## src/rtl/sched_table_sequencer_if.sv

```systemverilog
// rtl/sched_table_sequencer_if.sv - handshake, config and datapath-control bundle
interface sched_table_sequencer_if #(
  parameter int NUM_REGS  = 10,
  parameter int SEL_W     = 4,
  parameter int MAX_STEPS = 16,
  parameter int STEP_W    = 4
);
  localparam int CW_W = NUM_REGS + 5 + 6 * SEL_W;

  logic                start;
  logic                op_ready;
  logic                cfg_we;
  logic [STEP_W-1:0]   cfg_addr;
  logic [CW_W-1:0]     cfg_wdata;
  logic [STEP_W:0]     cfg_len;
  logic                stall;
  logic [SEL_W-1:0]    alu1_sel1, alu1_sel2;
  logic [SEL_W-1:0]    log1_sel1, log1_sel2;
  logic [SEL_W-1:0]    mul1_sel1, mul1_sel2;
  logic                alu1_op;
  logic [1:0]          log1_op;
  logic                mul1_op;
  logic [NUM_REGS-1:0] reg_en;
  logic                result_en;
  logic                done;
  logic [STEP_W-1:0]   step;

  modport master (
    output start, cfg_we, cfg_addr, cfg_wdata, cfg_len, stall,
    input  op_ready, alu1_sel1, alu1_sel2, log1_sel1, log1_sel2, mul1_sel1, mul1_sel2,
           alu1_op, log1_op, mul1_op, reg_en, result_en, done, step
  );

  modport slave (
    input  start, cfg_we, cfg_addr, cfg_wdata, cfg_len, stall,
    output op_ready, alu1_sel1, alu1_sel2, log1_sel1, log1_sel2, mul1_sel1, mul1_sel2,
           alu1_op, log1_op, mul1_op, reg_en, result_en, done, step
  );
endinterface

```

## src/rtl/sched_table_sequencer.sv

```systemverilog
// rtl/sched_table_sequencer.sv - table-driven sequencer for the shared ALU/logic/multiplier datapath
module sched_table_sequencer #(
  parameter int NUM_REGS  = 10,
  parameter int SEL_W     = 4,
  parameter int MAX_STEPS = 16,
  parameter int STEP_W    = 4
) (
  input  logic clk,
  input  logic rst,
  sched_table_sequencer_if.slave seq_if
);
  localparam int CW_W = NUM_REGS + 5 + 6 * SEL_W;
  localparam int B    = NUM_REGS + 5;
  localparam logic [STEP_W:0] MAX_LEN = (STEP_W + 1)'(MAX_STEPS);

  typedef enum logic [1:0] {IDLE, RUN, DONE} state_e;

  state_e            state_q;
  logic [STEP_W-1:0] step_q;
  logic [STEP_W:0]   len_q;
  logic [STEP_W:0]   len_d;
  logic              op_ready_q;
  logic              done_q;
  logic [CW_W-1:0]   table_q [MAX_STEPS];
  logic [CW_W-1:0]   cw;
  logic              last_step;

  assign len_d     = (seq_if.cfg_len > MAX_LEN) ? MAX_LEN : seq_if.cfg_len;
  assign last_step = ({1'b0, step_q} == (len_q - (STEP_W + 1)'(1)));

  always_ff @(posedge clk or posedge rst) begin
    if (rst) begin
      state_q    <= IDLE;
      step_q     <= '0;
      len_q      <= '0;
      op_ready_q <= 1'b1;
      done_q     <= 1'b0;
      for (int i = 0; i < MAX_STEPS; i++) table_q[i] <= '0;
    end else begin
      case (state_q)
        IDLE: begin
          if (seq_if.cfg_we && ({1'b0, seq_if.cfg_addr} < MAX_LEN))
            table_q[seq_if.cfg_addr] <= seq_if.cfg_wdata;
          if (seq_if.start) begin
            step_q     <= '0;
            len_q      <= len_d;
            op_ready_q <= 1'b0;
            if (seq_if.cfg_len == '0) begin
              state_q <= DONE;
              done_q  <= 1'b1;
            end else begin
              state_q <= RUN;
            end
          end
        end
        RUN: begin
          if (!seq_if.stall) begin
            if (last_step) begin
              state_q <= DONE;
              done_q  <= 1'b1;
            end else begin
              step_q <= step_q + STEP_W'(1);
            end
          end
        end
        DONE: begin
          done_q     <= 1'b0;
          op_ready_q <= 1'b1;
          state_q    <= IDLE;
        end
        default: begin
          state_q    <= IDLE;
          done_q     <= 1'b0;
          op_ready_q <= 1'b1;
        end
      endcase
    end
  end

  // Control outputs follow table[step] with no register stage; stall only gates the enables.
  assign cw = (state_q == RUN) ? table_q[step_q] : '0;

  assign seq_if.reg_en    = cw[NUM_REGS-1:0] & {NUM_REGS{~seq_if.stall}};
  assign seq_if.result_en = cw[NUM_REGS] & ~seq_if.stall;
  assign seq_if.mul1_op   = cw[NUM_REGS+1];
  assign seq_if.log1_op   = cw[NUM_REGS+3:NUM_REGS+2];
  assign seq_if.alu1_op   = cw[NUM_REGS+4];
  assign seq_if.mul1_sel2 = cw[B+0*SEL_W +: SEL_W];
  assign seq_if.mul1_sel1 = cw[B+1*SEL_W +: SEL_W];
  assign seq_if.log1_sel2 = cw[B+2*SEL_W +: SEL_W];
  assign seq_if.log1_sel1 = cw[B+3*SEL_W +: SEL_W];
  assign seq_if.alu1_sel2 = cw[B+4*SEL_W +: SEL_W];
  assign seq_if.alu1_sel1 = cw[B+5*SEL_W +: SEL_W];

  assign seq_if.op_ready  = op_ready_q;
  assign seq_if.done      = done_q;
  assign seq_if.step      = step_q;
endmodule

```

## src/flat_wrapper.sv

```systemverilog
// flat-port wrapper written by rule: the top's interface ports become plain ports
module sched_table_sequencer_flat 
#(
  parameter int NUM_REGS  = 10,
  parameter int SEL_W     = 4,
  parameter int MAX_STEPS = 16,
  parameter int STEP_W    = 4
)
  (clk, rst, seq_if_start, seq_if_cfg_we, seq_if_cfg_addr, seq_if_cfg_wdata, seq_if_cfg_len, seq_if_stall, seq_if_op_ready, seq_if_alu1_sel1, seq_if_alu1_sel2, seq_if_log1_sel1, seq_if_log1_sel2, seq_if_mul1_sel1, seq_if_mul1_sel2, seq_if_alu1_op, seq_if_log1_op, seq_if_mul1_op, seq_if_reg_en, seq_if_result_en, seq_if_done, seq_if_step);
  sched_table_sequencer_if #(.NUM_REGS(NUM_REGS), .SEL_W(SEL_W), .MAX_STEPS(MAX_STEPS), .STEP_W(STEP_W)) seq_if_i ();
  input  logic clk;
  input  logic rst;
  input wire logic [$bits(seq_if_i.start)-1:0] seq_if_start;
  input wire logic [$bits(seq_if_i.cfg_we)-1:0] seq_if_cfg_we;
  input wire logic [$bits(seq_if_i.cfg_addr)-1:0] seq_if_cfg_addr;
  input wire logic [$bits(seq_if_i.cfg_wdata)-1:0] seq_if_cfg_wdata;
  input wire logic [$bits(seq_if_i.cfg_len)-1:0] seq_if_cfg_len;
  input wire logic [$bits(seq_if_i.stall)-1:0] seq_if_stall;
  output wire logic [$bits(seq_if_i.op_ready)-1:0] seq_if_op_ready;
  output wire logic [$bits(seq_if_i.alu1_sel1)-1:0] seq_if_alu1_sel1;
  output wire logic [$bits(seq_if_i.alu1_sel2)-1:0] seq_if_alu1_sel2;
  output wire logic [$bits(seq_if_i.log1_sel1)-1:0] seq_if_log1_sel1;
  output wire logic [$bits(seq_if_i.log1_sel2)-1:0] seq_if_log1_sel2;
  output wire logic [$bits(seq_if_i.mul1_sel1)-1:0] seq_if_mul1_sel1;
  output wire logic [$bits(seq_if_i.mul1_sel2)-1:0] seq_if_mul1_sel2;
  output wire logic [$bits(seq_if_i.alu1_op)-1:0] seq_if_alu1_op;
  output wire logic [$bits(seq_if_i.log1_op)-1:0] seq_if_log1_op;
  output wire logic [$bits(seq_if_i.mul1_op)-1:0] seq_if_mul1_op;
  output wire logic [$bits(seq_if_i.reg_en)-1:0] seq_if_reg_en;
  output wire logic [$bits(seq_if_i.result_en)-1:0] seq_if_result_en;
  output wire logic [$bits(seq_if_i.done)-1:0] seq_if_done;
  output wire logic [$bits(seq_if_i.step)-1:0] seq_if_step;
  assign seq_if_i.start = seq_if_start;
  assign seq_if_i.cfg_we = seq_if_cfg_we;
  assign seq_if_i.cfg_addr = seq_if_cfg_addr;
  assign seq_if_i.cfg_wdata = seq_if_cfg_wdata;
  assign seq_if_i.cfg_len = seq_if_cfg_len;
  assign seq_if_i.stall = seq_if_stall;
  assign seq_if_op_ready = seq_if_i.op_ready;
  assign seq_if_alu1_sel1 = seq_if_i.alu1_sel1;
  assign seq_if_alu1_sel2 = seq_if_i.alu1_sel2;
  assign seq_if_log1_sel1 = seq_if_i.log1_sel1;
  assign seq_if_log1_sel2 = seq_if_i.log1_sel2;
  assign seq_if_mul1_sel1 = seq_if_i.mul1_sel1;
  assign seq_if_mul1_sel2 = seq_if_i.mul1_sel2;
  assign seq_if_alu1_op = seq_if_i.alu1_op;
  assign seq_if_log1_op = seq_if_i.log1_op;
  assign seq_if_mul1_op = seq_if_i.mul1_op;
  assign seq_if_reg_en = seq_if_i.reg_en;
  assign seq_if_result_en = seq_if_i.result_en;
  assign seq_if_done = seq_if_i.done;
  assign seq_if_step = seq_if_i.step;
  sched_table_sequencer #(.NUM_REGS(NUM_REGS), .SEL_W(SEL_W), .MAX_STEPS(MAX_STEPS), .STEP_W(STEP_W)) u_core (.clk(clk), .rst(rst), .seq_if(seq_if_i));
endmodule
```

## config.mk

```make
export PLATFORM = sky130hd
export DESIGN_NAME = sched_table_sequencer_flat
export DESIGN_NICKNAME = d
export VERILOG_FILES = /design/src/rtl/sched_table_sequencer_if.sv /design/src/rtl/sched_table_sequencer.sv /design/src/flat_wrapper.sv
export SDC_FILE = /design/constraint.sdc
export NUM_CORES = 1
export LEC_CHECK = 0
export CORE_UTILIZATION = 60
export CTS_CLUSTER_DIAMETER = 50
export DETAILED_ROUTE_END_ITERATION = 10
export PLACE_DENSITY = 0.83
export REMOVE_ABC_BUFFERS = 1
export SYNTH_ARGS = -nofsm -noshare
export SYNTH_HDL_FRONTEND = slang
export SYNTH_SLANG_ARGS = --single-unit
export TNS_END_PERCENT = 100
```

## constraint.sdc

```tcl
create_clock -name clk -period 60 [get_ports clk]
set_input_delay 12 -clock clk [delete_from_list [all_inputs] [get_ports clk]]
set_output_delay 12 -clock clk [all_outputs]
set_load 0.03 [all_outputs]
```

==> flow_metrics.env <==
export IMPL_synth_cell_type_count=41
export IMPL_routabilityCongestion=0.732
export IMPL_fmax_mhz=38.5
export IMPL_synthAdderAreaFrac=0.000866
export IMPL_cts_resized=0
export IMPL_setup_violations=0
export IMPL_power_density_nw_per_um2=44.0
export IMPL_critical_path_class="in -> out"
export IMPL_ff_latch_area_um2=16000
export IMPL_yosysWarningCount=0
export IMPL_synth_compound_area_frac=0.00251
export IMPL_start_kind="input pin"
export IMPL_track_usage=0.274
export IMPL_setup_tns_ns=0
export IMPL_ys_flop_type="dfrtp_1"
export IMPL_grt_pass1_vias=17124
export IMPL_cp_arrival_ns=13.95
export IMPL_synth_simple_area_share=0.0209
export IMPL_core_um2=47600
export IMPL_endpoint_kind="output pin"
export IMPL_ys_seq_area_frac=0.552
export IMPL_status="finished clean"
export IMPL_final_hold_violation_count=0
export IMPL_max_slew_margin=0.244
export IMPL_min_period_ns=25.95
export IMPL_syn_area_per_cell_um2=16.6
export IMPL_dieArea_um2=49000
export IMPL_syn_area_um2=28900
export IMPL_drv_cap=0
export IMPL_h_tree_depth=3
export IMPL_synthCells=1738
export IMPL_cts_root_buf="clkbuf_16"
export IMPL_n_fill_cell=3113
export IMPL_fin_ws_ns=34.05
export IMPL_clockBufferDepth=3
export IMPL_min_path_type="reg -> reg"
export IMPL_cts_tree="done"
export IMPL_layout_drive_gt1_share=0.526
export IMPL_syn_to_final_growth_pct=12.2
export IMPL_antenna_found_initial=3
export IMPL_synth_top_family_by_area="multiplexers"
export IMPL_final_cell_mix="632 x dfrtp_1, 614 x mux2_2, 195 x mux4_2"
export IMPL_initial_core_util=0.607
export IMPL_worstMarginPinSlew_ns=1.13
export IMPL_ys_async_sr_fraction=1.00
export IMPL_fin_nets=1827
export IMPL_die_x_um=221
export IMPL_drt_initial_drc_count=1057
export IMPL_instances_no_fill=2438
export IMPL_slew_violations=0
export IMPL_dp_hpwl_mm=33.2
export IMPL_ir_drop_mv=0.0380
export IMPL_drc=0
export IMPL_ant_nets=0
export IMPL_overflow=0
export IMPL_ys_seq_elements=637
export IMPL_final_cell_area_um2=32400
export IMPL_cts_sinks=637
export IMPL_cts_setup_buffers=0
export IMPL_crit_fanout=16
export IMPL_worstSkewPairLatency_ns=0.59
export IMPL_vias=15615
export IMPL_clock_skew_ns=0.00945
export IMPL_final_common_cell="dfrtp_1"
export IMPL_multi_input_area_um2=12300
export IMPL_synth_xor_area_share=0.00152
export IMPL_synth_edff_count=0
export IMPL_clk_pin_slew_ns=0.05
export IMPL_routedWlPerCell_um=26.4
export IMPL_cts_buffers=68
export IMPL_place_inst=2317
export IMPL_port_buffers=97
export IMPL_fp_dieH_um=221
export IMPL_grt_max_degree=208
export IMPL_grt_pass1_wl_mm=102
export IMPL_holdBufCountCts=0
export IMPL_placed_cell_area_um2=30200
export IMPL_synth_mux_area_frac=0.397
export IMPL_io_pins=98
export IMPL_row_count=80
export IMPL_wirelength_mm=64.4
export IMPL_fin_crit_sh=0.433
export IMPL_dp_worst_setup_slack_ns=34.05
export IMPL_crit_required_ns=48.00
export IMPL_dr_pass1_iters=5
export IMPL_drt_vias_per_instance=6.40
export IMPL_rsz0062_at_grt="false"
export IMPL_cellLeakagePower_uw=0.0153
-- per-layer routing --
layer  track usage  share of wire  routed length [um]  up-vias
met3        0.0449          0.047                3000       97
met2         0.443           0.49               31800      379
met5             0        0.00037                  24        -
met4        0.0849          0.021                1360        4
li1              -              -                   -     6561
met1         0.387           0.44               28200     8574
-- per-stage QoR --
stage | utilization | hold slack (ns) | power (uW)
after CTS | 0.681 | 0.493 | 1440
after detailed placement | 0.634 | 0.481 | 1020
after global routing | 0.681 | 0.503 | 1490
final | 0.681 | 0.493 | 1430
after global placement | 0.634 | 0.470 | 998
after floorplan | - | 0.459 | 923
-- path summary, 6_finish.rpt --
check | start | to | cells after the start | slack, ns
setup / recovery | seq_if_stall | seq_if_reg_en[5] | 4 | 34.05
hold / removal | u_core.table_q[537] | u_core.table_q[537] | 1 | 0.49
setup reg to reg | u_core.state_q[1] | u_core.table_q[162] | 5 | 56.76
hold reg to reg | u_core.table_q[537] | u_core.table_q[537] | 1 | 0.49
max in group asynchronous | rst | u_core.table_q[33] | 4 | 45.60
min in group asynchronous | rst | u_core.table_q[125] | 2 | 11.99
-- worst max-delay path: stages --
cell and delay [ns]:
clkdlybuf4s50_1 0.45, or2_2 0.58, nor2b_1 0.21, clkdlybuf4s50_1 0.69
-- Yosys cell counts (2+ instances only) --
| cell | instances | area (um^2) |
|---|---|---|
| nand4b_1 | 2 | 17.5 |
| ha_1 | 2 | 25.0 |
| mux2_2 | 614 | 6910 |
| buf_6 | 9 | 101 |
| nor3_1 | 5 | 25.0 |
| dfrtp_1 | 636 | 15900 |
| xnor2_1 | 3 | 26.3 |
| mux2_1 | 11 | 124 |
| mux2i_1 | 3 | 30.0 |
| nand3_1 | 7 | 35.0 |
| a21oi_1 | 2 | 10.0 |
| nand3b_1 | 3 | 22.5 |
| clkbuf_1 | 91 | 342 |
| nand2b_1 | 6 | 37.5 |
| xor2_1 | 2 | 17.5 |
| buf_4 | 7 | 52.6 |
| nand2_1 | 17 | 63.8 |
| buf_1 | 2 | 7.51 |
| nor2b_1 | 43 | 269 |
| nor2_1 | 5 | 18.8 |
| inv_1 | 4 | 15.0 |
| mux4_2 | 195 | 4390 |
| o21ai_0 | 5 | 25.0 |
| buf_2 | 47 | 235 |
-- kinds of logic (layout without fill, tap and decap cells) --
family	Yosys count	count (layout)
other cells	0	1
buf+inv	160	244
mux	823	823
flops	637	637
fa+ha+maj	2	2
compound gates	12	12
simple gates	99	99
xor+xnor	5	5
-- flip-flops by register name, summed over array words and instances, names as in the netlist --
| register | count |
|---|---|
| u_core.state_q | 2 |
| u_core.seq_if.step | 4 |
| u_core.seq_if.op_ready | 1 |
| u_core.table_q | 624 |
| u_core.seq_if.done | 1 |
| u_core.len_q | 5 |
-- report_power, final --
| part | total, uW | internal (uW) | switching [uW] |
|---|---|---|---|
| combinational | 398 | 231 | 167 |
| clock | 414 | 247 | 167 |
| sequential | 614 | 537 | 77.2 |
| total | 1430 | 1010 | 411 |
-- area by class of cell --
| class | instances | area share |
|---|---|---|
| timing repair buffer | 120 | 0.0364 |
| clock buffer | 104 | 0.0627 |
| multi-input combinational | 941 | 0.379 |
| inverter | 4 | 0.000695 |
| tap | 615 | 0.0237 |
| antenna | 1 | 0.0000772 |
| sequential | 637 | 0.492 |
| clock inverter | 16 | 0.00540 |
No activity file was read; power rests on OpenSTA's default activity.
